### src/rtl/mem_arb_pkg.sv
// Shared types for the single-port memory arbiter: FSM states, grant owner and
// the tie-break helper used both from IDLE and on back-to-back handover.
package mem_arb_pkg;

  typedef enum logic [1:0] {IDLE, GNT_I, GNT_D} arb_state_t;
  typedef enum logic {GNT_INSTR, GNT_DATA} arb_gnt_t;

  localparam int WB_SEL_W = 4;

  function automatic arb_state_t pick_grant(input logic want_d, input logic want_i,
                                            input logic prefer_i);
    if (want_d && want_i) return prefer_i ? GNT_I : GNT_D;
    if (want_d) return GNT_D;
    if (want_i) return GNT_I;
    return IDLE;
  endfunction

endpackage

### src/rtl/mem_port_arbiter_if.sv
// Bundle of the fetch port, data Wishbone port and the shared main_memory port.
// slave = arbiter view, master = fetch stage, memory stage and main_memory.
interface mem_port_arbiter_if #(parameter int ADDR_W = 32);
  import mem_arb_pkg::*;

  logic                instr_req;
  logic [ADDR_W-1:0]   instr_addr;
  logic                instr_flush;
  logic                instr_ack;
  logic                instr_err;
  logic [31:0]         instr_data;

  logic                dwb_cyc;
  logic                dwb_stb;
  logic                dwb_wr_en;
  logic [ADDR_W-1:0]   dwb_addr;
  logic [31:0]         dwb_wr_data;
  logic [WB_SEL_W-1:0] dwb_wr_sel;
  logic                dwb_ack;
  logic                dwb_err;
  logic                dwb_stall;
  logic [31:0]         dwb_rd_data;

  logic                mwb_cyc;
  logic                mwb_stb;
  logic                mwb_wr_en;
  logic [ADDR_W-1:0]   mwb_addr;
  logic [31:0]         mwb_wr_data;
  logic [WB_SEL_W-1:0] mwb_wr_sel;
  logic                mwb_ack;
  logic                mwb_stall;
  logic [31:0]         mwb_rd_data;

  modport slave (
    input  instr_req, instr_addr, instr_flush,
    output instr_ack, instr_err, instr_data,
    input  dwb_cyc, dwb_stb, dwb_wr_en, dwb_addr, dwb_wr_data, dwb_wr_sel,
    output dwb_ack, dwb_err, dwb_stall, dwb_rd_data,
    output mwb_cyc, mwb_stb, mwb_wr_en, mwb_addr, mwb_wr_data, mwb_wr_sel,
    input  mwb_ack, mwb_stall, mwb_rd_data
  );

  modport master (
    output instr_req, instr_addr, instr_flush,
    input  instr_ack, instr_err, instr_data,
    output dwb_cyc, dwb_stb, dwb_wr_en, dwb_addr, dwb_wr_data, dwb_wr_sel,
    input  dwb_ack, dwb_err, dwb_stall, dwb_rd_data,
    input  mwb_cyc, mwb_stb, mwb_wr_en, mwb_addr, mwb_wr_data, mwb_wr_sel,
    output mwb_ack, mwb_stall, mwb_rd_data
  );

endinterface

### src/rtl/mem_arb_timer.sv
// Grant watchdog: counts granted cycles without ack; expire flags the cycle whose
// edge brings the count to TIMEOUT_CYCLES-1, so the error pulse lands on that count.
module mem_arb_timer #(
  parameter int TIMEOUT_CYCLES = 64
) (
  input  logic clk,
  input  logic rst,
  input  logic clear,
  input  logic enable,
  output logic expire
);
  localparam int CNT_W = (TIMEOUT_CYCLES > 2) ? $clog2(TIMEOUT_CYCLES) : 1;

  logic [CNT_W-1:0] count;

  always_ff @(posedge clk or negedge rst) begin
    if (!rst)        count <= '0;
    else if (clear)  count <= '0;
    else if (enable) count <= count + 1'b1;
  end

  assign expire = enable && (count == CNT_W'(TIMEOUT_CYCLES - 2));

endmodule

### src/rtl/mem_port_arbiter.sv
// Shares one pipelined Wishbone main_memory port between fetch and the memory stage.
// Build option ARB_ROUND_ROBIN_EN: ties go to the requester not granted last.
//
//  state | meaning
//  IDLE  | bus free, mwb_cyc low
//  GNT_I | fetch owns main_memory port until ack or timeout
//  GNT_D | memory stage owns main_memory port until ack or timeout
module mem_port_arbiter
  import mem_arb_pkg::*;
#(
  parameter int TIMEOUT_CYCLES = 64,
  parameter int ADDR_W         = 32
) (
  input  logic clk,
  input  logic rst,
  mem_port_arbiter_if.slave bus
);

  arb_state_t state;
  arb_state_t pick;
  logic       flushed;
  logic       dropped;
  logic       granted;
  logic       want_d;
  logic       want_i;
  logic       prefer_i;
  logic       start;
  logic       timer_en;
  logic       timer_expire;

`ifdef ARB_ROUND_ROBIN_EN
  arb_gnt_t last_gnt;
  assign prefer_i = (last_gnt == GNT_DATA);
`else
  assign prefer_i = 1'b0;
`endif

  assign granted = (state != IDLE);

  // On handover, a held instr_req is the request being acked unless it was flushed.
  always_comb begin
    want_d = bus.dwb_cyc && bus.dwb_stb;
    want_i = bus.instr_req;
    case (state)
      IDLE: begin
        want_d = want_d && !bus.dwb_err;
        want_i = want_i && !bus.instr_err;
      end
      GNT_I:   want_i = want_i && (flushed || bus.instr_flush);
      GNT_D:   want_d = want_d && !bus.mwb_stb;
      default: ;
    endcase
  end

  assign pick     = pick_grant(want_d, want_i, prefer_i);
  assign start    = (state == IDLE || bus.mwb_ack) && (pick != IDLE);
  assign timer_en = granted && !bus.mwb_ack;

  mem_arb_timer #(.TIMEOUT_CYCLES(TIMEOUT_CYCLES)) u_timer (
    .clk    (clk),
    .rst    (rst),
    .clear  (start),
    .enable (timer_en),
    .expire (timer_expire)
  );

  assign bus.instr_ack   = (state == GNT_I) && bus.mwb_ack && !flushed && !bus.instr_flush;
  assign bus.instr_data  = bus.instr_ack ? bus.mwb_rd_data : '0;
  assign bus.dwb_ack     = (state == GNT_D) && bus.mwb_ack && bus.dwb_cyc && !dropped;
  assign bus.dwb_rd_data = bus.dwb_ack ? bus.mwb_rd_data : '0;
  assign bus.dwb_stall   = !((state == GNT_D) && bus.mwb_stb && !bus.mwb_stall);

  always_ff @(posedge clk or negedge rst) begin
    if (!rst) begin
      state           <= IDLE;
      bus.mwb_cyc     <= 1'b0;
      bus.mwb_stb     <= 1'b0;
      bus.mwb_wr_en   <= 1'b0;
      bus.mwb_addr    <= '0;
      bus.mwb_wr_data <= '0;
      bus.mwb_wr_sel  <= '0;
      bus.instr_err   <= 1'b0;
      bus.dwb_err     <= 1'b0;
      flushed         <= 1'b0;
      dropped         <= 1'b0;
`ifdef ARB_ROUND_ROBIN_EN
      last_gnt        <= GNT_INSTR;
`endif
    end else begin
      bus.instr_err <= 1'b0;
      bus.dwb_err   <= 1'b0;
      if (granted && bus.mwb_stb && !bus.mwb_stall) bus.mwb_stb <= 1'b0;
      if (state == GNT_I && bus.instr_flush) flushed <= 1'b1;
      if (state == GNT_D && !bus.dwb_cyc)    dropped <= 1'b1;

      if (start) begin
        state       <= pick;
        bus.mwb_cyc <= 1'b1;
        bus.mwb_stb <= 1'b1;
        flushed     <= 1'b0;
        dropped     <= 1'b0;
        if (pick == GNT_D) begin
          bus.mwb_wr_en   <= bus.dwb_wr_en;
          bus.mwb_addr    <= bus.dwb_addr;
          bus.mwb_wr_data <= bus.dwb_wr_data;
          bus.mwb_wr_sel  <= bus.dwb_wr_sel;
        end else begin
          bus.mwb_wr_en   <= 1'b0;
          bus.mwb_addr    <= {bus.instr_addr[ADDR_W-1:2], 2'b00};
          bus.mwb_wr_data <= '0;
          bus.mwb_wr_sel  <= '1;
        end
`ifdef ARB_ROUND_ROBIN_EN
        last_gnt <= (pick == GNT_D) ? GNT_DATA : GNT_INSTR;
`endif
      end else if (granted && bus.mwb_ack) begin
        state       <= IDLE;
        bus.mwb_cyc <= 1'b0;
        bus.mwb_stb <= 1'b0;
      end else if (timer_expire) begin
        state       <= IDLE;
        bus.mwb_cyc <= 1'b0;
        bus.mwb_stb <= 1'b0;
        if (state == GNT_I) bus.instr_err <= !(flushed || bus.instr_flush);
        else                bus.dwb_err   <= bus.dwb_cyc && !dropped;
      end
    end
  end

endmodule
### src/flat_wrapper.sv
// flat-port wrapper written by rule: the top's interface ports become plain ports
module mem_port_arbiter_flat import mem_arb_pkg::*;
#(
  parameter int TIMEOUT_CYCLES = 64,
  parameter int ADDR_W         = 32
)
  (clk, rst, bus_instr_req, bus_instr_addr, bus_instr_flush, bus_instr_ack, bus_instr_err, bus_instr_data, bus_dwb_cyc, bus_dwb_stb, bus_dwb_wr_en, bus_dwb_addr, bus_dwb_wr_data, bus_dwb_wr_sel, bus_dwb_ack, bus_dwb_err, bus_dwb_stall, bus_dwb_rd_data, bus_mwb_cyc, bus_mwb_stb, bus_mwb_wr_en, bus_mwb_addr, bus_mwb_wr_data, bus_mwb_wr_sel, bus_mwb_ack, bus_mwb_stall, bus_mwb_rd_data);
  mem_port_arbiter_if #(.ADDR_W(ADDR_W)) bus_i ();
  input  logic clk;
  input  logic rst;
  input wire logic [$bits(bus_i.instr_req)-1:0] bus_instr_req;
  input wire logic [$bits(bus_i.instr_addr)-1:0] bus_instr_addr;
  input wire logic [$bits(bus_i.instr_flush)-1:0] bus_instr_flush;
  output wire logic [$bits(bus_i.instr_ack)-1:0] bus_instr_ack;
  output wire logic [$bits(bus_i.instr_err)-1:0] bus_instr_err;
  output wire logic [$bits(bus_i.instr_data)-1:0] bus_instr_data;
  input wire logic [$bits(bus_i.dwb_cyc)-1:0] bus_dwb_cyc;
  input wire logic [$bits(bus_i.dwb_stb)-1:0] bus_dwb_stb;
  input wire logic [$bits(bus_i.dwb_wr_en)-1:0] bus_dwb_wr_en;
  input wire logic [$bits(bus_i.dwb_addr)-1:0] bus_dwb_addr;
  input wire logic [$bits(bus_i.dwb_wr_data)-1:0] bus_dwb_wr_data;
  input wire logic [$bits(bus_i.dwb_wr_sel)-1:0] bus_dwb_wr_sel;
  output wire logic [$bits(bus_i.dwb_ack)-1:0] bus_dwb_ack;
  output wire logic [$bits(bus_i.dwb_err)-1:0] bus_dwb_err;
  output wire logic [$bits(bus_i.dwb_stall)-1:0] bus_dwb_stall;
  output wire logic [$bits(bus_i.dwb_rd_data)-1:0] bus_dwb_rd_data;
  output wire logic [$bits(bus_i.mwb_cyc)-1:0] bus_mwb_cyc;
  output wire logic [$bits(bus_i.mwb_stb)-1:0] bus_mwb_stb;
  output wire logic [$bits(bus_i.mwb_wr_en)-1:0] bus_mwb_wr_en;
  output wire logic [$bits(bus_i.mwb_addr)-1:0] bus_mwb_addr;
  output wire logic [$bits(bus_i.mwb_wr_data)-1:0] bus_mwb_wr_data;
  output wire logic [$bits(bus_i.mwb_wr_sel)-1:0] bus_mwb_wr_sel;
  input wire logic [$bits(bus_i.mwb_ack)-1:0] bus_mwb_ack;
  input wire logic [$bits(bus_i.mwb_stall)-1:0] bus_mwb_stall;
  input wire logic [$bits(bus_i.mwb_rd_data)-1:0] bus_mwb_rd_data;
  assign bus_i.instr_req = bus_instr_req;
  assign bus_i.instr_addr = bus_instr_addr;
  assign bus_i.instr_flush = bus_instr_flush;
  assign bus_instr_ack = bus_i.instr_ack;
  assign bus_instr_err = bus_i.instr_err;
  assign bus_instr_data = bus_i.instr_data;
  assign bus_i.dwb_cyc = bus_dwb_cyc;
  assign bus_i.dwb_stb = bus_dwb_stb;
  assign bus_i.dwb_wr_en = bus_dwb_wr_en;
  assign bus_i.dwb_addr = bus_dwb_addr;
  assign bus_i.dwb_wr_data = bus_dwb_wr_data;
  assign bus_i.dwb_wr_sel = bus_dwb_wr_sel;
  assign bus_dwb_ack = bus_i.dwb_ack;
  assign bus_dwb_err = bus_i.dwb_err;
  assign bus_dwb_stall = bus_i.dwb_stall;
  assign bus_dwb_rd_data = bus_i.dwb_rd_data;
  assign bus_mwb_cyc = bus_i.mwb_cyc;
  assign bus_mwb_stb = bus_i.mwb_stb;
  assign bus_mwb_wr_en = bus_i.mwb_wr_en;
  assign bus_mwb_addr = bus_i.mwb_addr;
  assign bus_mwb_wr_data = bus_i.mwb_wr_data;
  assign bus_mwb_wr_sel = bus_i.mwb_wr_sel;
  assign bus_i.mwb_ack = bus_mwb_ack;
  assign bus_i.mwb_stall = bus_mwb_stall;
  assign bus_i.mwb_rd_data = bus_mwb_rd_data;
  mem_port_arbiter #(.TIMEOUT_CYCLES(TIMEOUT_CYCLES), .ADDR_W(ADDR_W)) u_core (.clk(clk), .rst(rst), .bus(bus_i));
endmodule
### config.mk
export PLATFORM = sky130hd
export DESIGN_NAME = mem_port_arbiter_flat
export DESIGN_NICKNAME = d
export VERILOG_FILES = /design/src/rtl/mem_arb_pkg.sv /design/src/rtl/mem_port_arbiter_if.sv /design/src/rtl/mem_arb_timer.sv /design/src/rtl/mem_port_arbiter.sv /design/src/flat_wrapper.sv
export SDC_FILE = /design/constraint.sdc
export NUM_CORES = 1
export LEC_CHECK = 0
export ABC_AREA = 1
export ABC_CLOCK_PERIOD_IN_PS = 2700
export BUFFER_PORTS_ARGS = -buffer_cell sky130_fd_sc_hd__buf_2
export CAP_MARGIN = 5
export CELL_PAD_IN_SITES_DETAIL_PLACEMENT = 1
export CELL_PAD_IN_SITES_GLOBAL_PLACEMENT = 1
export CORE_MARGIN = 1.5
export CORE_UTILIZATION = 30
export DETAILED_ROUTE_END_ITERATION = 16
export GPL_TIMING_DRIVEN = 0
export PLACE_DENSITY = 0.88
export SETUP_SLACK_MARGIN = 0.4
export SLEW_MARGIN = 20
export SYNTH_ARGS = -nofsm -noshare
export SYNTH_HDL_FRONTEND = slang
export SYNTH_SLANG_ARGS = --single-unit
### constraint.sdc
create_clock -name clk -period 2.7 [get_ports clk]
set_input_delay 0.81 -clock clk [delete_from_list [all_inputs] [get_ports clk]]
set_output_delay 0.81 -clock clk [all_outputs]
set_load 0.05 [all_outputs]
# ---- Word level (Yosys, flattened, before mapping)
# Cells that the tools add are included.
dict set report totals {
  reg_bits 83
  latch_bits 0
  inputBits 141
  romBits 0
  ram_bits 0
  memories 0
}
dict set report op_classes {
  magnitude_cmp 0
  div 0
  addsub 1
  n_mul 0
  eq_ne 4
  reduce_logical 44
  bitwise 0
  n_mux 44
  shift 0
}
# cell count
set ops {}
lappend ops {{32-bit 2-to-1 mux} 4}
lappend ops {{1-bit 2-to-1 mux} 26}
lappend ops {{1-bit logical AND} 23}
lappend ops {{2-bit 2-to-1 mux} 9}
lappend ops {{6-bit 2-to-1 mux} 2}
lappend ops {{1-bit zero test} 11}
lappend ops {{2-bit nonzero test} 5}
lappend ops {{6-bit by 1-bit adder with 6-bit output (second input constant)} 1}
lappend ops {{6-bit equality test (second input constant)} 1}
lappend ops {{2-bit equality test (second input constant)} 2}
lappend ops {{4-bit 2-to-1 mux} 1}
lappend ops {{1-bit case mux with 2 select lines} 2}
lappend ops {{4-bit nonzero test} 1}
lappend ops {{3-bit nonzero test} 1}
lappend ops {{2-bit by 1-bit equality test with 1-bit output (second input constant)} 1}
lappend ops {{2-bit zero test} 1}
lappend ops {{1-bit logical OR} 2}

# ---- Longest topological paths before layout
dict set report logic_depth {
  word_depth 14
  ltp_mapped 10
  depth_no_buf 8
}

# ---- Hierarchy
# From an unflattened synthesis, not the netlist that was laid out.
dict set report hier_totals {
  hier_cells 596
  hier_area_um2 4134.0
}
# mod cells_per_inst n_inst area_per_inst_um2
set modules_own_cells {}
lappend modules_own_cells {mem_port_arbiter 548 1 3766.1}
lappend modules_own_cells {mem_arb_timer 48 1 367.9}

# ---- Worst setup path after synthesis
# Ideal clock, no wire load.
dict set report synth_path {
  path_kind {input -> output}
  startpoint {input port bus_dwb_cyc}
  endpoint {output port bus_dwb_rd_data[10]}
  t_arrival_ps 3171
  slack_ps -1281
  cell_stages 5
  path_cell_list {nand2_1 > nor3_1 > inv_1 > clkbuf_1 > nor2_1}
}
dict set report synth_via {
  elab_chain_cells 3
}
# element line_no
set synth_rtl {}
lappend synth_rtl {{start, declared} flat_wrapper.sv:17} ;# input wire logic [$bits(bus_i.dwb_cyc)-1:0] bus_dwb_cyc;
lappend synth_rtl {{1-bit logical AND (2 in a row)} mem_port_arbiter.sv:69} ;# assign bus.dwb_ack = (state == GNT_D) && bus.mwb_ack && bus.dwb_cyc && !dropped;
lappend synth_rtl {{named net bus_dwb_ack} flat_wrapper.sv:23} ;# output wire logic [$bits(bus_i.dwb_ack)-1:0] bus_dwb_ack;
lappend synth_rtl {{32-bit 2-to-1 mux} mem_port_arbiter.sv:70} ;# assign bus.dwb_rd_data = bus.dwb_ack ? bus.mwb_rd_data : '0;
lappend synth_rtl {{end, declared} flat_wrapper.sv:26} ;# output wire logic [$bits(bus_i.dwb_rd_data)-1:0] bus_dwb_rd_data;
# The timed path passes the listed nets, and every way through them passes these cells.

# ---- Worst setup path after layout
dict set report layout_path {
  startpoint {input port bus_dwb_cyc}
  endpoint {output port bus_dwb_rd_data[29]}
}
dict set report layout_via {
  elab_chain_cells 3
}
# element line_no
set layout_rtl {}
lappend layout_rtl {{1-bit logical AND (2 in a row)} mem_port_arbiter.sv:69}
lappend layout_rtl {{32-bit 2-to-1 mux} mem_port_arbiter.sv:70}
# Every way passes these cells.

==> reports/results.tsv <==
metric	value	unit
status	complete, but fails checks	
violated checks	setup timing	
Die Height	121	um
most numerous cell in the Yosys netlist	nand2_1	
fin nets	1045	
register-to-register setup slack	0.55	ns
Clock Latency Late Sink	0.34	ns
Fin. Hold Viols	0	
WHS	0.424	ns
worst path buffer plus inverter count	4	
TritonRoute pass-1 iters	4	
Worst Skew	0.00894	ns
Synth Instances	593	
Top FF cell, synth	dfrtp_1	
RePlAce Congestion	0.767	
top cell type's share of synthesized area	49.7	%
power density cells	943	mW/mm2
WL final	19800	um
critical path cell sequence	buf_8, nand2_4, nor3_4, clkinv_4, clkbuf_16, nor2_4, buf_8	
H-Tree Depth	3	
die area	0.0146	mm2
CTS Buf Count	9	
syn avg cell area	7.04	um2
via count	5043	
worst slew pin tran	0.468	ns
number of global-route vias before repair	5335	
starting density of the core	31.2	%
Core Area	0.0134	mm2
synth top area cells	dfrtp_1, nand2_1, nor2_1	
antenna violations before repair	1	
aggregate global-route resource usage	26.3	%
PortBufs	278	
asr flop ratio synth	100	%
FF-to-FF End	u_core.bus.mwb_wr_data[10]	
GRT overflow	0	
unrepaired setup endpoints after global routing	yes	
#FFs+latches synth	83	
crit path launch type	input port	
slowest CP cell	nor3_4	
Pwr Total	7.26	mW
hold_buf cts	0	
drt initial violations	188	
layout cells sized above 1	47.2	%
Vias/cell	4.65	
post-synth top area cell	dfrtp_1	
crit-path max FO	8	
WS Path Type	in2out	
Synth top cells by count	nand2_1, dfrtp_1, nor2_1, inv_1, nand3_1	
CP Capture Type	output pin	
synth warn	0	
R2R cell count	11	
post-synthesis sequential area ratio	49.7	%
Antenna Violating Nets Remaining	0	
FF-to-FF Start	u_core.state[1]	
Max-Cap Viols	0	
Post-Syn Area	0.00418	mm2
fmax	0.365	GHz
fillcell total	1642	
Lkg Pwr	4.30	nW
Die W	121	um
largest net degree at the start of global routing	52	
Multi-input gate area	0.00231	mm2
first-pass GRT wire length	29400	um
Routed wire per std cell	18.3	um
placed wire-length estimate	13500	um
Longest Clk Path Bufs	2	
root buffer cell	clkbuf_16	
fin. max-slew vios	0	
DR DRC count	0	
Hold Path Class	in2async	
CP max stage delay	0.26	ns
FF/Latch Area	0.00208	mm2
clk sink count	83	
final setup fails	1	
Unique masters post-synth	28	
Peak VDD IR	0.664	mV
CP top delay family	buffers and inverters	
io pins	281	
Worst path most repeated cell	buf_8	
Synth-to-Final Area Change	84.5	%
clk slew on worst S/H paths	0.07	ns
final worst slack	-0.0405	ns
CTS tree	done	
post-route minimum period	2.74	ns
# rows	42	
Period Utilization, post-route	102	%
post-synthesis net count	736	
EDFF count, synth	0	
Critical Path RT	1.89	ns
Worst EP arrival	1.93	ns
worst rel slew slack	68.8	%
-- power by group --
| part | leakage, nW | internal [mW] | switching (mW) |
|---|---|---|---|
| sequential | 1.06 | 1.68 | 0.273 |
| combinational | 3.09 | 1.07 | 2.97 |
| clock | 0.147 | 0.732 | 0.542 |
| total | 4.30 | 3.48 | 3.78 |
-- stage by stage --
stage | TNS, ns | util (%) | setup slack [ns] | std cells | instance area (um2)
floorplan | -4.36 | - | -0.151 | 593 | 4830
global placement | -0.0316 | 48.0 | -0.00921 | 1047 | 6440
detailed placement | -0.901 | 48.3 | -0.0562 | 1048 | 6470
CTS | 0 | 55.4 | 0.110 | 1076 | 7420
global route | -0.117 | 57.5 | -0.0616 | 1084 | 7700
finish | -0.0405 | 57.5 | -0.0405 | 1084 | 7700
-- layout make-up --
type | count | share of cell area [%]
well taps | 176 | 2.86
multi-input cells | 432 | 30.0
repair buffers | 298 | 29.9
diodes | 1 | 0.0325
inverters | 47 | 2.45
flip-flops and latches | 83 | 27.0
clock inverters | 7 | 1.06
clock buffers | 9 | 2.92
plain buffers | 31 | 3.78
-- layout by cell type (no fill, tap or decap), types with 2 or more instances in the layout --
cell type,count
buf_2,226
buf_4,9
buf_6,26
buf_8,51
clkbuf_16,19
clkbuf_8,2
clkinv_4,2
dfrtp_1,82
ha_1,2
inv_1,41
inv_2,3
inv_6,5
nand2_1,283
nand2_4,2
nand3_1,40
nand3_4,2
nor2_1,12
nor2_4,68
nor3_1,2
o21ai_0,6
-- metal layers --
metal  vias up  global-route usage [%]  part of all wire [%]
li1       2400                       -                     -
met1      2393                    27.3                    36
met2       211                    50.4                    53
met3        39                    6.77                   7.5
met4         0                    9.63                   3.6
met5         -                       0                     0
-- how the worst max path moves through the flow --
stage                         start                  end  slack (ns)  depth (start not counted)
floorplan               bus_dwb_cyc  bus_dwb_rd_data[10]       -0.15                          5
global placement        bus_mwb_ack  bus_dwb_rd_data[10]      -0.009                          7
detailed placement      bus_mwb_ack  bus_dwb_rd_data[29]       -0.06                          7
CTS                 u_core.state[1]  bus_dwb_rd_data[29]        0.11                          8
global route            bus_dwb_cyc  bus_dwb_rd_data[29]       -0.06                          7
finish                  bus_dwb_cyc  bus_dwb_rd_data[29]       -0.04                          7
-- registers in the layout, summed over array words and instances, names as in the netlist, 2 cells and up --
signal	flops
u_core.bus.mwb_addr	32
u_core.bus.mwb_wr_data	32
u_core.u_timer.count	6
u_core.bus.mwb_wr_sel	4
u_core.state	2
-- repair_timing --
action | CTS | global route
pin swaps | 12 | 5
cloned | 6 | 0
buffers inserted | 6 | 7
setup endpoints to repair | 66 | 67
resized for setup | 155 | 63
-- cell families (layout without fill, tap and decap cells) --
| group | count (synthesis) | in the layout | share of synthesized area [%] |
|---|---|---|---|
| XOR/XNOR | 1 | 1 | 0.210 |
| AO/OA/AOI/OAI | 14 | 14 | 2.01 |
| AND/OR/NAND/NOR | 415 | 415 | 39.3 |
| buffers and inverters | 78 | 392 | 8.12 |
| flip-flops | 83 | 83 | 49.7 |
| other | 0 | 1 | 0 |
| adder cells (fa/ha/maj) | 2 | 2 | 0.599 |
Note: power is estimated with default switching activity, not from simulation.
